### config.mk
export PLATFORM = sky130hd
export DESIGN_NAME = alarm_manager_flat
export DESIGN_NICKNAME = d
export VERILOG_FILES = /design/src/rtl/alarm_pkg.sv /design/src/rtl/alarm_manager_if.sv /design/src/rtl/alarm_manager_blink_gen.sv /design/src/rtl/alarm_manager.sv /design/src/flat_wrapper.sv
export SDC_FILE = /design/constraint.sdc
export NUM_CORES = 1
export LEC_CHECK = 0
export ABC_CLOCK_PERIOD_IN_PS = 3200
export BUFFER_PORTS_ARGS = -buffer_cell sky130_fd_sc_hd__buf_2
export CAP_MARGIN = 10
export CORE_AREA = 2 2 57 59
export CTS_BUF_LIST = sky130_fd_sc_hd__clkbuf_4
export CTS_CLUSTER_DIAMETER = 30
export CTS_CLUSTER_SIZE = 24
export DETAILED_ROUTE_END_ITERATION = 10
export DIE_AREA = 0 0 59 61
export PLACE_DENSITY = 0.53
export SLEW_MARGIN = 20
export SYNTH_ARGS = -nofsm -noshare
export SYNTH_HDL_FRONTEND = slang
export SYNTH_SLANG_ARGS = --single-unit
### constraint.sdc
create_clock -name clk -period 3.2 [get_ports clk]
set_clock_uncertainty 0.2 [all_clocks]
set_input_delay 0.64 -clock clk [delete_from_list [all_inputs] [get_ports clk]]
set_output_delay 0.64 -clock clk [all_outputs]
set_load 0.01 [all_outputs]
### src/rtl/alarm_pkg.sv
// Shared types and default parameters for the alarm manager slice.
package alarm_pkg;

  localparam int BLINK_HALF_DEF = 4;
  localparam int CNT_W_DEF      = 8;

  typedef enum logic [1:0] {
    ST_DISARMED = 2'd0,
    ST_ARMED    = 2'd1,
    ST_ALERT    = 2'd2,
    ST_CLEARING = 2'd3
  } alarm_state_e;

endpackage

### src/rtl/alarm_manager_if.sv
// Signal bundle between the alarm controller and its environment.
interface alarm_manager_if #(
  parameter int CNT_W = alarm_pkg::CNT_W_DEF
) ();
  import alarm_pkg::*;

  // No valid/ready handshake: every input is a level sampled on each rising clk edge,
  // and every output is decoded from registers only.
  logic              alarm;
  logic              arm;
  logic              ack;
  logic              clr_cnt;
  logic              armed;
  logic              alert;
  logic              siren;
  logic [CNT_W-1:0]  event_count;
  alarm_state_e      state;

  modport master (
    output alarm, arm, ack, clr_cnt,
    input  armed, alert, siren, event_count, state
  );

  modport slave (
    input  alarm, arm, ack, clr_cnt,
    output armed, alert, siren, event_count, state
  );

endinterface

### src/rtl/alarm_manager_blink_gen.sv
// Siren blink pattern: on for BLINK_HALF cycles, off for BLINK_HALF, restarting "on" whenever en drops.
module blink_gen #(
  parameter int BLINK_HALF = alarm_pkg::BLINK_HALF_DEF
) (
  input  logic clk,
  input  logic reset,
  input  logic en,
  output logic out
);

  localparam logic [7:0] LAST = 8'(BLINK_HALF - 1);

  logic [7:0] cnt_q;
  logic       phase_q;

  always_ff @(posedge clk or posedge reset) begin
    if (reset) begin
      cnt_q   <= 8'd0;
      phase_q <= 1'b1;
    end else if (!en) begin
      cnt_q   <= 8'd0;
      phase_q <= 1'b1;
    end else if (cnt_q == LAST) begin
      cnt_q   <= 8'd0;
      phase_q <= ~phase_q;
    end else begin
      cnt_q   <= cnt_q + 8'd1;
    end
  end

  // Gating with en makes the siren fall the moment the controller leaves ALERT.
  assign out = en & phase_q;

endmodule

### src/rtl/alarm_manager.sv
// Alarm controller: arm/alert/clear FSM, alarm rise detector and saturating alert-entry counter.
module alarm_manager
  import alarm_pkg::*;
#(
  parameter int BLINK_HALF = BLINK_HALF_DEF,
  parameter int CNT_W      = CNT_W_DEF
) (
  input  logic            clk,
  input  logic            reset,
  alarm_manager_if.slave  bus
);

  localparam logic [CNT_W-1:0] CNT_MAX = '1;

  alarm_state_e     state_q, state_d;
  logic             alarm_q;
  logic             rise;
  logic             enter_alert;
  logic [CNT_W-1:0] count_q;
  logic             blink_out;

  assign rise = bus.alarm & ~alarm_q;

  always_ff @(posedge clk or posedge reset) begin
    if (reset) begin
      state_q <= ST_DISARMED;
      alarm_q <= 1'b0;
    end else begin
      state_q <= state_d;
      alarm_q <= bus.alarm;
    end
  end

  // Losing arm wins over everything else in any armed state.
  always_comb begin
    state_d     = state_q;
    enter_alert = 1'b0;
    case (state_q)
      ST_DISARMED: if (bus.arm) state_d = ST_ARMED;
      ST_ARMED: begin
        if (!bus.arm) state_d = ST_DISARMED;
        else if (rise) begin
          state_d     = ST_ALERT;
          enter_alert = 1'b1;
        end
      end
      ST_ALERT: begin
        if (!bus.arm)     state_d = ST_DISARMED;
        else if (bus.ack) state_d = bus.alarm ? ST_CLEARING : ST_ARMED;
      end
      ST_CLEARING: begin
        if (!bus.arm)        state_d = ST_DISARMED;
        else if (!bus.alarm) state_d = ST_ARMED;
      end
      default: state_d = ST_DISARMED;
    endcase
  end

  always_ff @(posedge clk or posedge reset) begin
    if (reset) begin
      count_q <= '0;
    end else if (bus.clr_cnt) begin
      count_q <= enter_alert ? CNT_W'(1) : '0;
    end else if (enter_alert && count_q != CNT_MAX) begin
      count_q <= count_q + CNT_W'(1);
    end
  end

  blink_gen #(.BLINK_HALF(BLINK_HALF)) u_blink (
    .clk   (clk),
    .reset (reset),
    .en    (state_q == ST_ALERT),
    .out   (blink_out)
  );

  assign bus.armed       = (state_q != ST_DISARMED);
  assign bus.alert       = (state_q == ST_ALERT);
  assign bus.siren       = blink_out;
  assign bus.event_count = count_q;
  assign bus.state       = state_q;

endmodule

### src/flat_wrapper.sv
// flat-port wrapper written by rule: the top's interface ports become plain ports
module alarm_manager_flat import alarm_pkg::*;
#(
  parameter int BLINK_HALF = BLINK_HALF_DEF,
  parameter int CNT_W      = CNT_W_DEF
)
  (clk, reset, bus_alarm, bus_arm, bus_ack, bus_clr_cnt, bus_armed, bus_alert, bus_siren, bus_event_count, bus_state);
  alarm_manager_if #(.CNT_W(CNT_W)) bus_i ();
  input  logic clk;
  input  logic reset;
  input wire logic [$bits(bus_i.alarm)-1:0] bus_alarm;
  input wire logic [$bits(bus_i.arm)-1:0] bus_arm;
  input wire logic [$bits(bus_i.ack)-1:0] bus_ack;
  input wire logic [$bits(bus_i.clr_cnt)-1:0] bus_clr_cnt;
  output wire logic [$bits(bus_i.armed)-1:0] bus_armed;
  output wire logic [$bits(bus_i.alert)-1:0] bus_alert;
  output wire logic [$bits(bus_i.siren)-1:0] bus_siren;
  output wire logic [$bits(bus_i.event_count)-1:0] bus_event_count;
  output wire logic [$bits(bus_i.state)-1:0] bus_state;
  assign bus_i.alarm = bus_alarm;
  assign bus_i.arm = bus_arm;
  assign bus_i.ack = bus_ack;
  assign bus_i.clr_cnt = bus_clr_cnt;
  assign bus_armed = bus_i.armed;
  assign bus_alert = bus_i.alert;
  assign bus_siren = bus_i.siren;
  assign bus_event_count = bus_i.event_count;
  assign bus_state = bus_i.state;
  alarm_manager #(.BLINK_HALF(BLINK_HALF), .CNT_W(CNT_W)) u_core (.clk(clk), .reset(reset), .bus(bus_i));
endmodule
# Yosys cells after proc, flatten, opt, wreduce, memory -nomap -nowiden

Index checks and enable logic that the tools add are counted.

$add $sub $neg: 2
Eq/ne operators: 10
Multiplexer cells: 19
Bitwise gates (word level): 4
Reduce and logical (&&, ||, !) cells: 5

Operators with widths:

| cell                                                            | count |
|---|---|
| 8-bit 2-to-1 mux                                                | 4 |
| 8-bit by 1-bit adder with 8-bit output, second input constant   | 2 |
| 2-bit 2-to-1 mux                                                | 8 |
| 8-bit by 2-bit == test with 1-bit output, second input constant | 1 |
| 8-bit != test, second input constant                            | 1 |
| 2-bit case mux with 4 select lines                              | 1 |
| 1-bit 2-to-1 mux                                                | 6 |
| 3-bit != test, second input constant                            | 2 |
| 2-bit == test, second input constant                            | 2 |
| 4-bit AND reduction                                             | 1 |
| 2-bit nonzero test                                              | 2 |
| 3-bit by 2-bit != test with 1-bit output, second input constant | 1 |
| 1-bit bitwise AND                                               | 2 |
| 2-bit by 1-bit == test with 1-bit output, second input constant | 1 |
| 2-bit logical NOT                                               | 1 |
| 2-bit by 1-bit != test with 1-bit output, second input constant | 1 |
| 2-bit != test, second input constant                            | 1 |
| 1-bit inverter                                                  | 2 |
| 1-bit logical AND                                               | 1 |

Register bits after elaboration: 20
Output and inout bits: 13
Logic and storage cells: 45

# Depth between registers and ports, before layout

Depth after elaboration: 8
Depth in mapped cells: 6
Depth with buffers taken out: 5

# Cells and area by module

A second synthesis with hierarchy kept.

Cell total of the unflattened synthesis: 106
Area, all modules: 1058.5 µm²

By module, submodules not included:

| module        | times used | cells an instance | area each (µm²) |
|---|---|---|---|
| alarm_manager | 1          | 63                | 634.4 |
| blink_gen     | 1          | 43                | 424.2 |

# Worst setup path before layout

OpenSTA, ideal clock, no wires.

Path kind: input-to-reg
Start point: input port bus_alarm
End point: register u_core.count_q[3], in the netlist u_core.bus.event_count[3]
Setup time: 78 ps
Arrival: 1507 ps
Path slack: 1415 ps
Stages: 5
Path buffers: 1
Path through: and3b_4 o211ai_4 buf_6 or3_1 a21oi_1

Longest elaborated chain between the ends: 6

Ends and longest elaborated chain:

| item                                | line                | text |
|---|---|---|
| start, declared                     | flat_wrapper.sv:11  | `input wire logic [$bits(bus_i.alarm)-1:0] bus_alarm;` |
| 1-bit bitwise AND                   | alarm_manager.sv:22 | `assign rise = bus.alarm & ~alarm_q;` |
| 1-bit 2-to-1 mux                    | alarm_manager.sv:42 | `else if (rise) begin` |
| 1-bit 2-to-1 mux                    | alarm_manager.sv:41 | `if (!bus.arm) state_d = ST_DISARMED;` |
| 1-bit 2-to-1 mux                    | alarm_manager.sv:38 | `case (state_q)` |
| 1-bit logical AND                   | alarm_manager.sv:64 | `end else if (enter_alert && count_q != CNT_MAX) begin` |
| 2-bit nonzero test (no source line) | --                  |  |
| end signal, assigned                | alarm_manager.sv:63 | `count_q <= enter_alert ? CNT_W'(1) : '0;` |
| end signal, assigned                | alarm_manager.sv:65 | `count_q <= count_q + CNT_W'(1);` |
| end, declared                       | alarm_manager.sv:19 | `logic [CNT_W-1:0] count_q;` |

No other way between the ends.
A chain may end at the register's enable or synchronous reset.

# Final worst setup path

Start point: register u_core.state_q[0], in the netlist u_core.bus.state[0]
End point: output port bus_siren

Longest elaborated chain between the ends: 2

Ends and longest elaborated chain:

| item                   | line                          | text |
|---|---|---|
| start, declared        | alarm_manager.sv:15           | `alarm_state_e state_q, state_d;` |
| start signal, assigned | alarm_manager.sv:29           | `state_q <= state_d;` |
| 2-bit == test          | alarm_manager.sv:72           | `.en (state_q == ST_ALERT),` |
| 1-bit bitwise AND      | alarm_manager_blink_gen.sv:32 | `assign out = en & phase_q;` |
| end, declared          | flat_wrapper.sv:17            | `output wire logic [$bits(bus_i.siren)-1:0] bus_siren;` |

No other way between the ends.

==> implementation parameters <==
Parameter                              Value

Outcome
  Result of the run    complete, no violations

Clock tree
  Master cell of the clock root buffer    sky130_fd_sc_hd__clkbuf_4
  Number of buffers created by CTS    3
  Clock latency on the worst-skew pair    0.31 ns
  Number of sinks driven by the clock tree    20
  Maximum number of buffers from clock root to sink    2
  Maximum level of the CTS H-tree    1
  CTS Hold Bufs    0
  Clock tree from TritonCTS    built
  Post CTS Setup Buffer Count    0
  Count of cells resized by post-cts repair    0
  Clk slew on worst S/H paths    0.12 ns

Floorplan
  Core footprint    0.00295 mm²
  Number of rows in the core area    20
  Initial Util    34.2%
  Die Span Y    61 µm
  Width of the chip    59 µm
  Area enclosed by the die boundary    0.00360 mm²
  Boundary pin count    19

Synthesis
  Number of synthesized flops with an enable pin    0
  Post-synth cell types    36
  Post-Synth Simple-Gate Area    25.4%
  Share of synthesized flip-flops with an asynchronous set or reset    100%
  Top flip-flop cell by instance count after synthesis    sky130_fd_sc_hd__dfrtp_1
  Combinational family with the most area after synthesis    simple AND/OR/NAND/NOR gates
  Complex-gate fraction of the synthesized area    12.0%
  XOR/XNOR share of the synthesized area    6.06%
  Yosys Warn Count    0
  Multiplexer share of the synthesized area    0.990%
  Post-Synthesis Mean Instance Area    10.4 µm²
  Gate Count Post-Synth    97
  Syn Nets    106
  FF+latch count, synth    20
  Mapped Area    0.00101 mm²
  Synthesized-area fraction occupied by adder cells    3.71%
  Sequential fraction of the synthesis area    49.6%

Timing
  Worst Max-Slew Pin Slew    0.750 ns
  RSZ-0062 raised after global routing    no
  Clock period minus final worst setup slack    2.10 ns
  Worst Hold Slack    0.239 ns
  Final setup violation count    0
  Setup_tns    0 ns
  Peak Freq    476 MHz
  Worst max-slew margin expressed relative to the limit    50.0%
  Endpoints failing hold    0
  Period utilisation layout    65.7%
  Count of pins over their slew limit    0

Worst setup path
  Endpoint kind of the worst setup timing path    output port
  Timing startpoint of the critical path    u_core.bus.state[0]$_DFFE_PP0P_
  CP Data Required Time    2.36 ns
  Slowest cell on crit path    sky130_fd_sc_hd__dfrtp_1
  Reg2reg start    u_core.bus.event_count[0]$_DFFE_PP0P_
  Type of origin of the critical path    flip-flop
  Setup Crit Path Kind    reg2out
  Arr. time, crit path    1.26 ns
  Worst stage delay on the critical path    0.44 ns
  Worst-path maximum fanout    6
  Minimum setup slack among reg-to-reg paths    1.28 ns
  Worst-path cell chain    and2b_4 > and2_1 > buf_2

Power
  Overall Power    0.499 mW
  Largest vdd supply drop    0.000258 V
  Pleak    0.568 nW
  Power density relative to cell area    423 mW/mm²

Route
  Wire length per cell after detailed routing    12.7 µm
  Post-route DRC    0
  Post-detailed-route via-to-cell ratio    5.13
  WL final    1900 µm
  Number of iterations in the first detailed-routing pass    2
  Antenna-violating nets left    0
  Vias    769
  Number of DRC violations after detailed-routing iteration 0    36

Final layout
  Count of antenna diodes in the layout    0
  Finished Layout Cells    150
  Utilization of the core after routing    40.0%
  Number of nets in the final layout    127
  Share of layout cells above drive strength 1    24.8%
  Synthesis-to-finish area growth    16.7%

Place
  Buffers on Ports    18
  Placed wire-length estimate after detailed placement    1370 µm
  RePlAce Congestion    0.836
  Post-Place Cells    146

GRT
  Largest net degree at the start of global routing    21
  Overall Global Routing Usage    12.5%
  First-pass GRT wire length    3370 µm
  Remaining global-route overflow    0
  Vias in the first global route    748
  Antenna violations before repair    0

Worst hold path
  Tightest Hold Check Type    in2async

Job
  Max-cap check violation count    0
synthesized netlist by cell type, types with 2 or more instances:
cell type | n | share of area [%]
sky130_fd_sc_hd__dfrtp_1 | 19 | 47
sky130_fd_sc_hd__nand3_1 | 10 | 5.0
sky130_fd_sc_hd__nor2_1 | 10 | 3.7
sky130_fd_sc_hd__xor2_1 | 6 | 5.2
sky130_fd_sc_hd__a21oi_1 | 5 | 2.5
sky130_fd_sc_hd__nand2_1 | 5 | 1.9
sky130_fd_sc_hd__and3_1 | 3 | 1.9
sky130_fd_sc_hd__ha_1 | 3 | 3.7
sky130_fd_sc_hd__or3_1 | 3 | 1.9
sky130_fd_sc_hd__inv_1 | 2 | 0.74
sky130_fd_sc_hd__nand3b_1 | 2 | 1.5
sky130_fd_sc_hd__o21ai_0 | 2 | 0.99
sky130_fd_sc_hd__o21ai_1 | 2 | 0.99
sky130_fd_sc_hd__o31ai_1 | 2 | 1.5
sky130_fd_sc_hd__or4_1 | 2 | 1.5
routing by layer:
layer  track usage [%]  up-vias  wire (µm)  part of all wire [%]
met5                 0        -          0                     0
li1                  -      387          -                     -
met3              3.84        4         75                   3.9
met4              5.19        0         34                   1.8
met1              16.4      365        917                    48
met2              19.0       13        874                    46
kinds of logic (layout without fill, tap and decap cells):
group / Yosys count / count (layout)
xor gates and xnor gates: 7 / 7
adders and majority gates: 3 / 3
AOI/OAI and AO/OA: 17 / 17
buffers and inverters: 4 / 24
DFF: 20 / 20
muxes: 1 / 1
and+or+nand+nor: 45 / 45
through the flow:
stage               worst slack, ns  cell area (µm²)
floorplan                      1.42             1010
CTS                            1.07             1180
global placement               1.20             1130
detailed placement             1.17             1130
finish                         1.10             1180
global route                   1.01             1180
cell usage in the layout (no fill, tap or decap), drive strengths merged, types with 2 or more instances in the layout:
| cell type | netlist | routed |
|---|---|---|
| dfrtp | 19 | 19 |
| a21oi | 5 | 5 |
| clkbuf | 0 | 3 |
| or4 | 2 | 2 |
| xor2 | 6 | 6 |
| o211ai | 2 | 2 |
| a21boi | 2 | 2 |
| nand3 | 10 | 10 |
| ha | 3 | 3 |
| or3 | 3 | 3 |
| and3 | 3 | 3 |
| nand2 | 5 | 5 |
| nor2 | 10 | 10 |
| buf | 2 | 18 |
| o31ai | 2 | 2 |
| inv | 2 | 2 |
| nand3b | 2 | 2 |
| and2b | 2 | 2 |
| o21ai | 4 | 4 |
flip-flops by register name, indices dropped and copies added (netlist names):
register	count
u_core.bus.state	2
u_core.u_blink.cnt_q	8
u_core.alarm_q	1
u_core.u_blink.phase_q	1
u_core.bus.event_count	8
power breakdown:
part           total (mW)  internal, mW  switching, mW  leakage, nW
Sequential          0.261         0.256        0.00452        0.271
Clock               0.207         0.127         0.0807       0.0279
Combinational      0.0305        0.0125         0.0181        0.269
Total               0.499         0.395          0.103        0.568
worst paths after layout:
| check | endpoint | cells after the start |
|---|---|---|
| setup / recovery | bus_siren | 3 |
| hold / removal | u_core.u_blink.cnt_q[2]$_DFF_PP0_ | 2 |
| setup reg to reg | u_core.bus.event_count[6]$_DFFE_PP0P_ | 5 |
| hold reg to reg | u_core.u_blink.cnt_q[7]$_DFF_PP0_ | 2 |
| max in group asynchronous | u_core.bus.event_count[1]$_DFFE_PP0P_ | 2 |
| min in group clk | u_core.alarm_q$_DFF_PP0_ | 1 |
layout make-up:
class / count / area [µm²]
sequential: 20 / 502
fill: 315 / 1770
tap: 33 / 41.3
clock inverter: 1 / 30.0
timing repair buffer: 18 / 90.1
clock buffer: 3 / 22.5
inverter: 2 / 7.51
multi-input combinational: 73 / 487
worst max-delay path: cells and delay by family, from the launching register on:
family / cells / cell delay [ns]
flops: 1 / 0.44
buf+inv: 1 / 0.12
simple gates: 2 / 0.41
Power figures use the tool's default switching activity.
